File: src/rtl/iq_pair_sched.sv
// ---------------------------------------------------------------------------
// iq_pair_sched
//
// Sits between the interleaved 12-bit IQ sample bus and the demodulator.
// Incoming samples are paired as (I, Q) by a two-state ordering FSM.
// Completed pairs are decimated by a run-time factor and then staged for one
// cycle. They are queued in a small first-word-fall-through FIFO and leave on
// a valid/ready handshake.
//
// Ports
//   clk        : system clock, rising edge
//   rst_n      : synchronous reset, active low
//   enable     : 1 = accept samples, 0 = pairing idle (FIFO keeps draining)
//   decim      : keep 1 of every decim+1 pairs, captured on enable 0->1
//   iq_valid   : sample strobe
//   iq_sel     : 1 = sample is I, 0 = sample is Q
//   iq_in      : two's-complement sample
//   out_i      : I of FIFO head pair (0 while empty)
//   out_q      : Q of FIFO head pair (0 while empty)
//   out_valid  : FIFO not empty
//   out_ready  : downstream accepts the head pair
//   pair_err   : one-cycle pulse on an out-of-order sample
//   overflow   : sticky, a pair was dropped on a full FIFO
//   ovf_clr    : clears overflow (a simultaneous drop wins)
//   fill       : current FIFO occupancy
// ---------------------------------------------------------------------------
module iq_pair_sched #(
  parameter int DW    = 12,
  parameter int DEPTH = 4
) (
  input  logic                        clk,
  input  logic                        rst_n,
  input  logic                        enable,
  input  logic [7:0]                  decim,
  input  logic                        iq_valid,
  input  logic                        iq_sel,
  input  logic signed [DW-1:0]        iq_in,
  output logic signed [DW-1:0]        out_i,
  output logic signed [DW-1:0]        out_q,
  output logic                        out_valid,
  input  logic                        out_ready,
  output logic                        pair_err,
  output logic                        overflow,
  input  logic                        ovf_clr,
  output logic [$clog2(DEPTH):0]      fill
);

  localparam int AW = $clog2(DEPTH);
  localparam int CW = AW + 1;

  typedef enum logic {
    WAIT_I = 1'b0,
    WAIT_Q = 1'b1
  } pair_state_e;

  // Pairing FSM and its registered error pulse
  pair_state_e          state_q;
  logic                 pair_err_q;
  logic signed [DW-1:0] i_lat_q;

  // Decimation control
  logic                 en_prev_q;
  logic [7:0]           dcap_q, dcap_d;
  logic [7:0]           dcnt_q, dcnt_d;

  // Staged pair waiting for its FIFO push
  logic                 vld_p1_q, vld_p1_d;
  logic signed [DW-1:0] pair_i_p1_q;
  logic signed [DW-1:0] pair_q_p1_q;

  // FIFO storage and control
  logic signed [DW-1:0] mem_i [DEPTH];
  logic signed [DW-1:0] mem_q [DEPTH];
  logic [AW-1:0]        wr_ptr_q, wr_ptr_d;
  logic [AW-1:0]        rd_ptr_q, rd_ptr_d;
  logic [CW-1:0]        cnt_q, cnt_d;
  logic                 overflow_q, overflow_d;

  // Sample classification
  logic                 acc;
  logic                 take_i;
  logic                 err_s;
  logic                 complete;
  logic                 en_rise;

  // FIFO handshake
  logic                 empty;
  logic                 full;
  logic                 push;
  logic                 pop;
  logic                 wr_ok;
  logic                 drop;

  assign acc     = enable & iq_valid;
  assign en_rise = enable & ~en_prev_q;

  // An I in WAIT_Q is both an error and a fresh latch: the newest I wins.
  always_comb begin
    take_i   = 1'b0;
    err_s    = 1'b0;
    complete = 1'b0;
    if (acc) begin
      case (state_q)
        WAIT_I: begin
          if (iq_sel) take_i = 1'b1;
          else        err_s  = 1'b1;
        end
        WAIT_Q: begin
          if (iq_sel) begin
            take_i = 1'b1;
            err_s  = 1'b1;
          end else begin
            complete = 1'b1;
          end
        end
        default: begin
          take_i   = 1'b0;
          err_s    = 1'b0;
          complete = 1'b0;
        end
      endcase
    end
  end

  // Pairing FSM: disabling forces WAIT_I, which discards any latched I.
  always_ff @(posedge clk) begin
    if (!rst_n) begin
      state_q    <= WAIT_I;
      pair_err_q <= 1'b0;
    end else begin
      pair_err_q <= err_s;
      if (!enable)       state_q <= WAIT_I;
      else if (take_i)   state_q <= WAIT_Q;
      else if (complete) state_q <= WAIT_I;
    end
  end

  // Decimation: counter is parked at 0 while disabled so the first pair
  // after enabling is always forwarded. decim only matters at enable 0->1.
  always_comb begin
    dcap_d = en_rise ? decim : dcap_q;
    dcnt_d = dcnt_q;
    if (!enable) begin
      dcnt_d = 8'd0;
    end else if (complete) begin
      dcnt_d = (dcnt_q == 8'd0) ? dcap_q : dcnt_q - 8'd1;
    end
    vld_p1_d = complete & (dcnt_q == 8'd0);
  end

  // FIFO control; a push into a full FIFO is accepted only if the head
  // leaves in the same cycle.
  assign empty = (cnt_q == CW'(0));
  assign full  = (cnt_q == CW'(DEPTH));
  assign push  = vld_p1_q;
  assign pop   = ~empty & out_ready;
  assign wr_ok = push & (~full | pop);
  assign drop  = push & full & ~pop;

  always_comb begin
    wr_ptr_d = wr_ok ? wr_ptr_q + AW'(1) : wr_ptr_q;
    rd_ptr_d = pop   ? rd_ptr_q + AW'(1) : rd_ptr_q;
    cnt_d    = cnt_q;
    case ({wr_ok, pop})
      2'b10:   cnt_d = cnt_q + CW'(1);
      2'b01:   cnt_d = cnt_q - CW'(1);
      default: cnt_d = cnt_q;
    endcase
    // A drop in the same cycle as a clear leaves the flag set.
    if (drop)         overflow_d = 1'b1;
    else if (ovf_clr) overflow_d = 1'b0;
    else              overflow_d = overflow_q;
  end

  // Control registers
  always_ff @(posedge clk) begin
    if (!rst_n) begin
      en_prev_q  <= 1'b0;
      dcap_q     <= 8'd0;
      dcnt_q     <= 8'd0;
      vld_p1_q   <= 1'b0;
      wr_ptr_q   <= '0;
      rd_ptr_q   <= '0;
      cnt_q      <= '0;
      overflow_q <= 1'b0;
    end else begin
      en_prev_q  <= enable;
      dcap_q     <= dcap_d;
      dcnt_q     <= dcnt_d;
      vld_p1_q   <= vld_p1_d;
      wr_ptr_q   <= wr_ptr_d;
      rd_ptr_q   <= rd_ptr_d;
      cnt_q      <= cnt_d;
      overflow_q <= overflow_d;
    end
  end

  // ---- p0: sample capture (latched I) ----
  always_ff @(posedge clk) begin
    if (take_i) i_lat_q <= iq_in;
  end

  // ---- p1: completed pair staged for the FIFO ----
  always_ff @(posedge clk) begin
    if (complete) begin
      pair_i_p1_q <= i_lat_q;
      pair_q_p1_q <= iq_in;
    end
  end

  // ---- p2: FIFO storage ----
  always_ff @(posedge clk) begin
    if (wr_ok) begin
      mem_i[wr_ptr_q] <= pair_i_p1_q;
      mem_q[wr_ptr_q] <= pair_q_p1_q;
    end
  end

  // Head is gated to zero while empty so reset and idle show clean outputs
  // without resetting the storage array.
  assign out_valid = ~empty;
  assign out_i     = empty ? '0 : mem_i[rd_ptr_q];
  assign out_q     = empty ? '0 : mem_q[rd_ptr_q];
  assign pair_err  = pair_err_q;
  assign overflow  = overflow_q;
  assign fill      = cnt_q;

endmodule

File: config.mk
export PLATFORM = sky130hd
export DESIGN_NAME = iq_pair_sched
export DESIGN_NICKNAME = d
export VERILOG_FILES = /design/src/rtl/iq_pair_sched.sv
export SDC_FILE = /design/constraint.sdc
export NUM_CORES = 1
export LEC_CHECK = 0
export CAP_MARGIN = 20
export CORE_AREA = 2 2 121 123
export DETAILED_ROUTE_END_ITERATION = 12
export DIE_AREA = 0 0 123 125
export GPL_ROUTABILITY_DRIVEN = 0
export PLACE_DENSITY_LB_ADDON = 0.1
export SYNTH_ARGS = -nofsm -noshare
export SYNTH_HDL_FRONTEND = slang
export SYNTH_SLANG_ARGS = --single-unit
File: constraint.sdc
create_clock -name clk -period 4.2 [get_ports clk]
set_input_delay 0.84 -clock clk [delete_from_list [all_inputs] [get_ports clk]]
set_output_delay 0.84 -clock clk [all_outputs]
set_load 0.01 [all_outputs]
==> impl_results.md, run 1 <==
* CTS H-Tree Depth at 4
* Main synth FF type: edfxtp_1
* Final Non-Filler Cells at 622
* Vias at 3179
* Hold Worst Slack at between 400 and 500 ps
* CTS Buf Count at 17
* Reg area at roughly 0.0046 mm^2
* Post_cts resized at 0
* Pre-Repair DR Iteration Count at 4
* Multi-input logic area at roughly 0.0016 mm^2
* Ratio of cells with drive above 1 in the final layout at between 15 and 20%
* Placed Cells at just under 600
* # DRC at 0
* Number of antenna-violating nets in the routed design at 0
* Die height at approximately 130 um
* Max Cap Viol at 0
* Final Cycle Share at between 80% and 90%
* Die ar. at between 0.015 and 0.02 mm^2
* Most frequent cells in the layout: edfxtp_1 (132), clkdlybuf4s50_1 (56), and2_1 (35)
* PwrDens at ~430 mW/mm^2
* Metal1 wirelength at 4970 um
* Postcts setup bufs at 0
* WS Path Type: reg -> out
* Vias in the first global route at ~3300
* DRT Wirelength at between 10000 and 15000 um
* Asr flop ratio synth at 0%
* Die width at about 120 um
* Fillers at roughly 1200
* Area grow syn2layout at 21.6%
* Fin crit period at approximately 3400 ps
* Normalized max-slew margin at 38.8%
* # nets final at 460
* Mapped Area at around 0.0063 mm^2
* Status: complete, no violations
* DR vias/cell at 5.11
* Syn Area/Cell at 17.6 um^2
* IO Pins at between 50 and 60
* #FFs+latches synth at approximately 160
* Worst-path clk slew at roughly 60 ps
* Yosys top cell by area: edfxtp_1
* Clk_lat worst skew at between 400 and 500 ps
* Critical Path Fanout Max at 15
* Met3 routed WL at just over 400 um
* Register area share after synthesis at between 70 and 80%
* Most common cell after layout, fill and taps aside: edfxtp_1
* Setup Viol. Count Final at 0
* Final hold violation count at 0
* Post-Synthesis Cells at ~360
* Buffers added on ports at 56
* CTS tree: built
* Synth cell types at between 40 and 50
* GRT overflow at 0
* Max-slew violations at 0
* DRT iter0 DRCs at 243
* IR drop worst, VDD at 0.218 mV
* Worst-margin pin slew at about 920 ps
* Clk_skew at 4.66 ps
* Final core area utilization at 53.6%
* Top sig layer: met4
* Worst R2R Start: fill[0]
* Setup crit start kind: register
* Reg2Reg Depth at 9
* Met2 WL at ~5400 um
* Clk root buf: clkbuf_16
* Achievable Freq at 293 MHz
* Unrepaired setup endpoints after global routing: false
* Bufs on Longest Clock Path at 2
* Synth top area cells: edfxtp_1 (63%), dfxtp_1 (9.6%), mux4_2 (8.6%)
* CP Capture Type: primary output
* Ant. Diodes at 0
* LEAKAGE at ~2.5 nW
* Initial Utilization at between 40% and 50%
* Design Power at approximately 3.3 mW
* Post-synth top area share at a little under two thirds
* Worst hold path type: reg -> reg
* Core area at around 0.014 mm^2
* Post-CTS Hold Buffers at 0
* Dpl hpwl at ~6700 um
* Hold_sp: i_lat_q[3]
* Clock Sinks at approximately 160
* WHS Path Cells at 0
* Worst Hold Endpoint: pair_i_p1_q[3]
* First-pass GRT wire length at between 15000 and 20000 um
* Rows at 44
* Largest net degree at the start of global routing at 28
* Tot GR Track Use at between 10% and 20%
* Final TNS setup at 0 ps
* Flop2flop setup slack at 1830 ps
* Number of synthesized flops with an enable pin at between 100 and 150
* Required time worst endpoint at 3360 ps
* Mapped Nets at 391
* Initial antenna violation count at 0
* Critical path arrival at between 2000 and 3000 ps
* Synth warnings at 0
* DR WL/cell at between 15 and 20 um
* Reg-to-reg endpoint: fill[2]
worst max-delay path by stage:
| stage | cells after the start | endpoint | slack, ps | from |
|---|---|---|---|---|
| floorplan | 8 | fill[2] | 1790 | out_ready |
| global placement | 4 | out_i[6] | 1160 | register |
| detailed placement | 4 | out_i[6] | 1150 | register |
| CTS | 4 | out_i[6] | 700 | register |
| global route | 4 | out_i[6] | 620 | register |
| finish | 4 | out_i[6] | 780 | register |
logic make-up after synthesis:
kind of cell | after synthesis | share of synthesized area, %
AOI/OAI and AO/OA | 33 | 3.54
and+or+nand+nor | 85 | 8.44
adders and majority gates | 8 | 1.72
DFF | 162 | 73.0
xor gates and xnor gates | 5 | 0.700
muxes | 36 | 10.6
buffers and inverters | 27 | 2.08
flip-flops by register name, indices dropped and copies added (netlist names), 2 cells and up, named ones only:
register,cells
dcap_q,8
dcnt_q,8
fill,3
i_lat_q,12
mem_i,48
mem_q,48
pair_i_p1_q,12
pair_q_p1_q,12
rd_ptr_q,2
wr_ptr_q,2
layout make-up:
type	instances	area share [%]
inverter	12	0.592
clock buffer	19	5.69
tap	184	3.03
timing repair buffer	65	8.26
multi-input combinational	167	20.5
clock inverter	13	1.88
sequential	162	60.0
layer usage:
layer,GRT usage (%),up-vias
met2,25.0,71
met3,4.43,14
met5,0,-
met4,6.42,0
met1,19.7,1583
li1,-,1511
Yosys cell counts, types with 2 or more instances:
library cell and n:
nand3_1 5, xor2_1 2, clkbuf_1 5, dfxtp_1 30, and3_1 2, buf_2 5
edfxtp_1 132, or3_1 2, o21ai_0 6, nand2_1 7, xnor2_1 3, inv_1 12
a211oi_1 3, o22ai_1 4, buf_6 2, mux2i_1 12, nor2_1 7, ha_1 7
and2_1 35, nor4_1 3, nor2b_1 10, a21oi_1 7, mux4_2 24, o21a_1 4
buf_4 2, nand2b_1 3
power by group:
group	switching, mW	internal (mW)	total [mW]	leakage [nW]
logic	0.0234	0.0327	0.0560	0.805
registers	0.00553	1.73	1.74	1.43
clock network	0.572	0.922	1.49	0.277
total	0.601	2.69	3.29	2.51
worst max-delay path, cell delays in order, from the launching register on:
cell and delay (ps):
dfxtp_2 690, buf_4 300, mux4_2 520, and2_1 180, clkdlybuf4s50_1 470
stage by stage:
step                      setup slack (ps)  area, um^2
after detailed placement              1150        7030
after global routing                   618        7610
after global placement                1160        7030
after floorplan                       1790        6260
after CTS                              698        7610
final                                  783        7610
Power figures use the tool's default switching activity.
==> run 2: changes to the inputs <==
- clock period: 4.2 -> 2.9 ns (I/O delays scaled with it)
==> run 2 against run 1 <==
  * Sequential share of layout area decreased by 0.44 points
  * Sequential power increased by 45%
  * First-iteration DRC count decreased by 12%
  * Clock power increased by 37%
  * Largest cell class unchanged
  * Largest power group unchanged
  * Setup slack got worse by 660 ps
  * Highest routed layer unchanged
  * Hold slack about the same
  * Non-clock buffer count increased by 4
  * Combinational power increased by 54%
  * Power increased by 41%
  * Design area increased by 0.74%
  * Die area unchanged
==> impl_results.md, run 2 (synthesis gave the netlist of run 1 again) <==
* Status: complete, no violations
* Most frequent cells in the layout: edfxtp_1 (132), clkdlybuf4s50_1 (56), and2_1 (35)
* Fin crit period at about 2800 ps
* Clk_skew at about 8.7 ps
* Vias in the first global route at 3434
* Sw frac at a little under a fifth
* IR drop worst, VDD at ~0.37 mV
* Clk_lat worst skew at around 420 ps
* Bufs on Longest Clock Path at 2
* Postcts setup bufs at 0
* Initial Utilization at 44.0%
* # nets final at ~460
* Post_cts resized at 0
* LEAKAGE at around 2.5 nW
* DR WL/cell at between 15 and 20 um
* Initial antenna violation count at 0
* Most common cell after layout, fill and taps aside: edfxtp_1
* Setup crit start kind: register
* CTS tree: built
* Clk root buf: clkbuf_16
* GRT overflow at 0
* Comb pwr share at about 1.9%
* Max Cap Viol at 0
* Required time worst endpoint at 2320 ps
* Pre-CTS setup slack at around 460 ps
* Ratio of cells with drive above 1 in the final layout at 15.8%
* Worst hold path type: reg -> reg
* Clock Sinks at about 160
* PwrDens at about 610 mW/mm^2
* Power share of the sequential group at between 50% and 60%
* Setup Viol. Count Final at 0
* Area grow syn2layout at 22.5%
* Multi-input logic area at 0.00156 mm^2
* Critical Path Sink: out_i[1]
* Unrepaired setup endpoints after global routing: false
* Achievable Freq at between 300 and 400 MHz
* Number of antenna-violating nets in the routed design at 0
* DRT Wirelength at roughly 11000 um
* Die height at between 100 and 150 um
* Ant. Diodes at 0
* Final Cycle Share at 95.7%
* Flop2flop setup slack at between 500 and 600 ps
* Sw power at around 860 uW
* Max-slew violations at 0
* Pre-Repair DR Iteration Count at 4
* CP Capture Type: primary output
* Design Power at 4.64 mW
* IO Pins at 57
* Worst-path clk slew at ~60 ps
* DR vias/cell at roughly 5
* Int Power at between 3 and 4 mW
* Reg area at 0.00457 mm^2
* Post-CTS Hold Buffers at 0
* Final Non-Filler Cells at approximately 620
* First-pass GRT wire length at 18100 um
* Final hold violation count at 0
* Placed Cells at slightly below 600
* Registers with the most flip-flops: mem_i x48, mem_q x48
* Dpl hpwl at ~6700 um
* Buffers added on ports at 56
* Normalized max-slew margin at between 60% and 70%
* Clock share of power at a little over two fifths
* Rows at 44
* Vias at about 3200
* Die width at 123 um
* Final TNS setup at 0 ps
* WS Path Type: reg -> out
* Setup ws final at roughly 120 ps
* Largest net degree at the start of global routing at 27
* Critical Path Fanout Max at 24
* Reg2Reg Depth at 9
* Tot GR Track Use at 16.2%
* CTS H-Tree Depth at 4
* DRT iter0 DRCs at 213
* Die ar. at around 0.015 mm^2
* Core area at 0.0142 mm^2
* Worst-margin pin slew at roughly 590 ps
* # DRC at 0
* Reg-to-reg endpoint: fill[2]
* Critical path arrival at approximately 2200 ps
* CTS Buf Count at 17
* Worst R2R Start: fill[0]
* Fillers at approximately 1200
[run 2: power groups by stage]
stage	Combinational (mW)	Clock (mW)	Sequential, mW
after global routing	0.0944	2.20	2.52
after floorplan	0.0323	0	2.56
after global placement	0.0857	0	2.56
after CTS	0.0877	2.10	2.52
final	0.0863	2.04	2.52
after detailed placement	0.0873	0	2.56
[run 2: critical path, cell delays in order, from the launching register on]
cell,delay [ps]
dfxtp_2,340
buf_12,220
mux4_2,540
and2_1,180
clkdlybuf4s50_1,490
[run 2: routing by layer]
metal / GRT usage (%) / share of wire (%)
met1: 20.2 / 43
met2: 26.1 / 50
met5: 0 / 0
met3: 4.47 / 4.0
met4: 7.82 / 2.2
[run 2: worst min path at each step]
stage,start,endpoint,slack (ps),cells past startpoint
floorplan,i_lat_q[0],pair_i_p1_q[0],400,0
global placement,i_lat_q[8],pair_i_p1_q[8],400,0
detailed placement,i_lat_q[3],pair_i_p1_q[3],410,0
CTS,i_lat_q[8],pair_i_p1_q[8],420,0
global route,i_lat_q[11],pair_i_p1_q[11],430,0
finish,i_lat_q[3],pair_i_p1_q[3],420,0
[run 2: through the flow]
stage | utilization (%) | instance area [um^2] | hold slack (ps)
CTS | 53.9 | 7660 | 420
global route | 53.9 | 7660 | 428
finish | 53.9 | 7660 | 418
global placement | 50.2 | 7140 | 402
floorplan | - | 6260 | 400
detailed placement | 50.2 | 7140 | 405
[run 2: layout make-up]
| class | instances | share of cell area (%) |
|---|---|---|
| inverters | 12 | 0.588 |
| repair buffers | 69 | 9.57 |
| flip-flops and latches | 162 | 59.6 |
| well taps | 184 | 3.00 |
| clock inverters | 9 | 1.22 |
| clock buffers | 19 | 5.65 |
| multi-input cells | 167 | 20.4 |
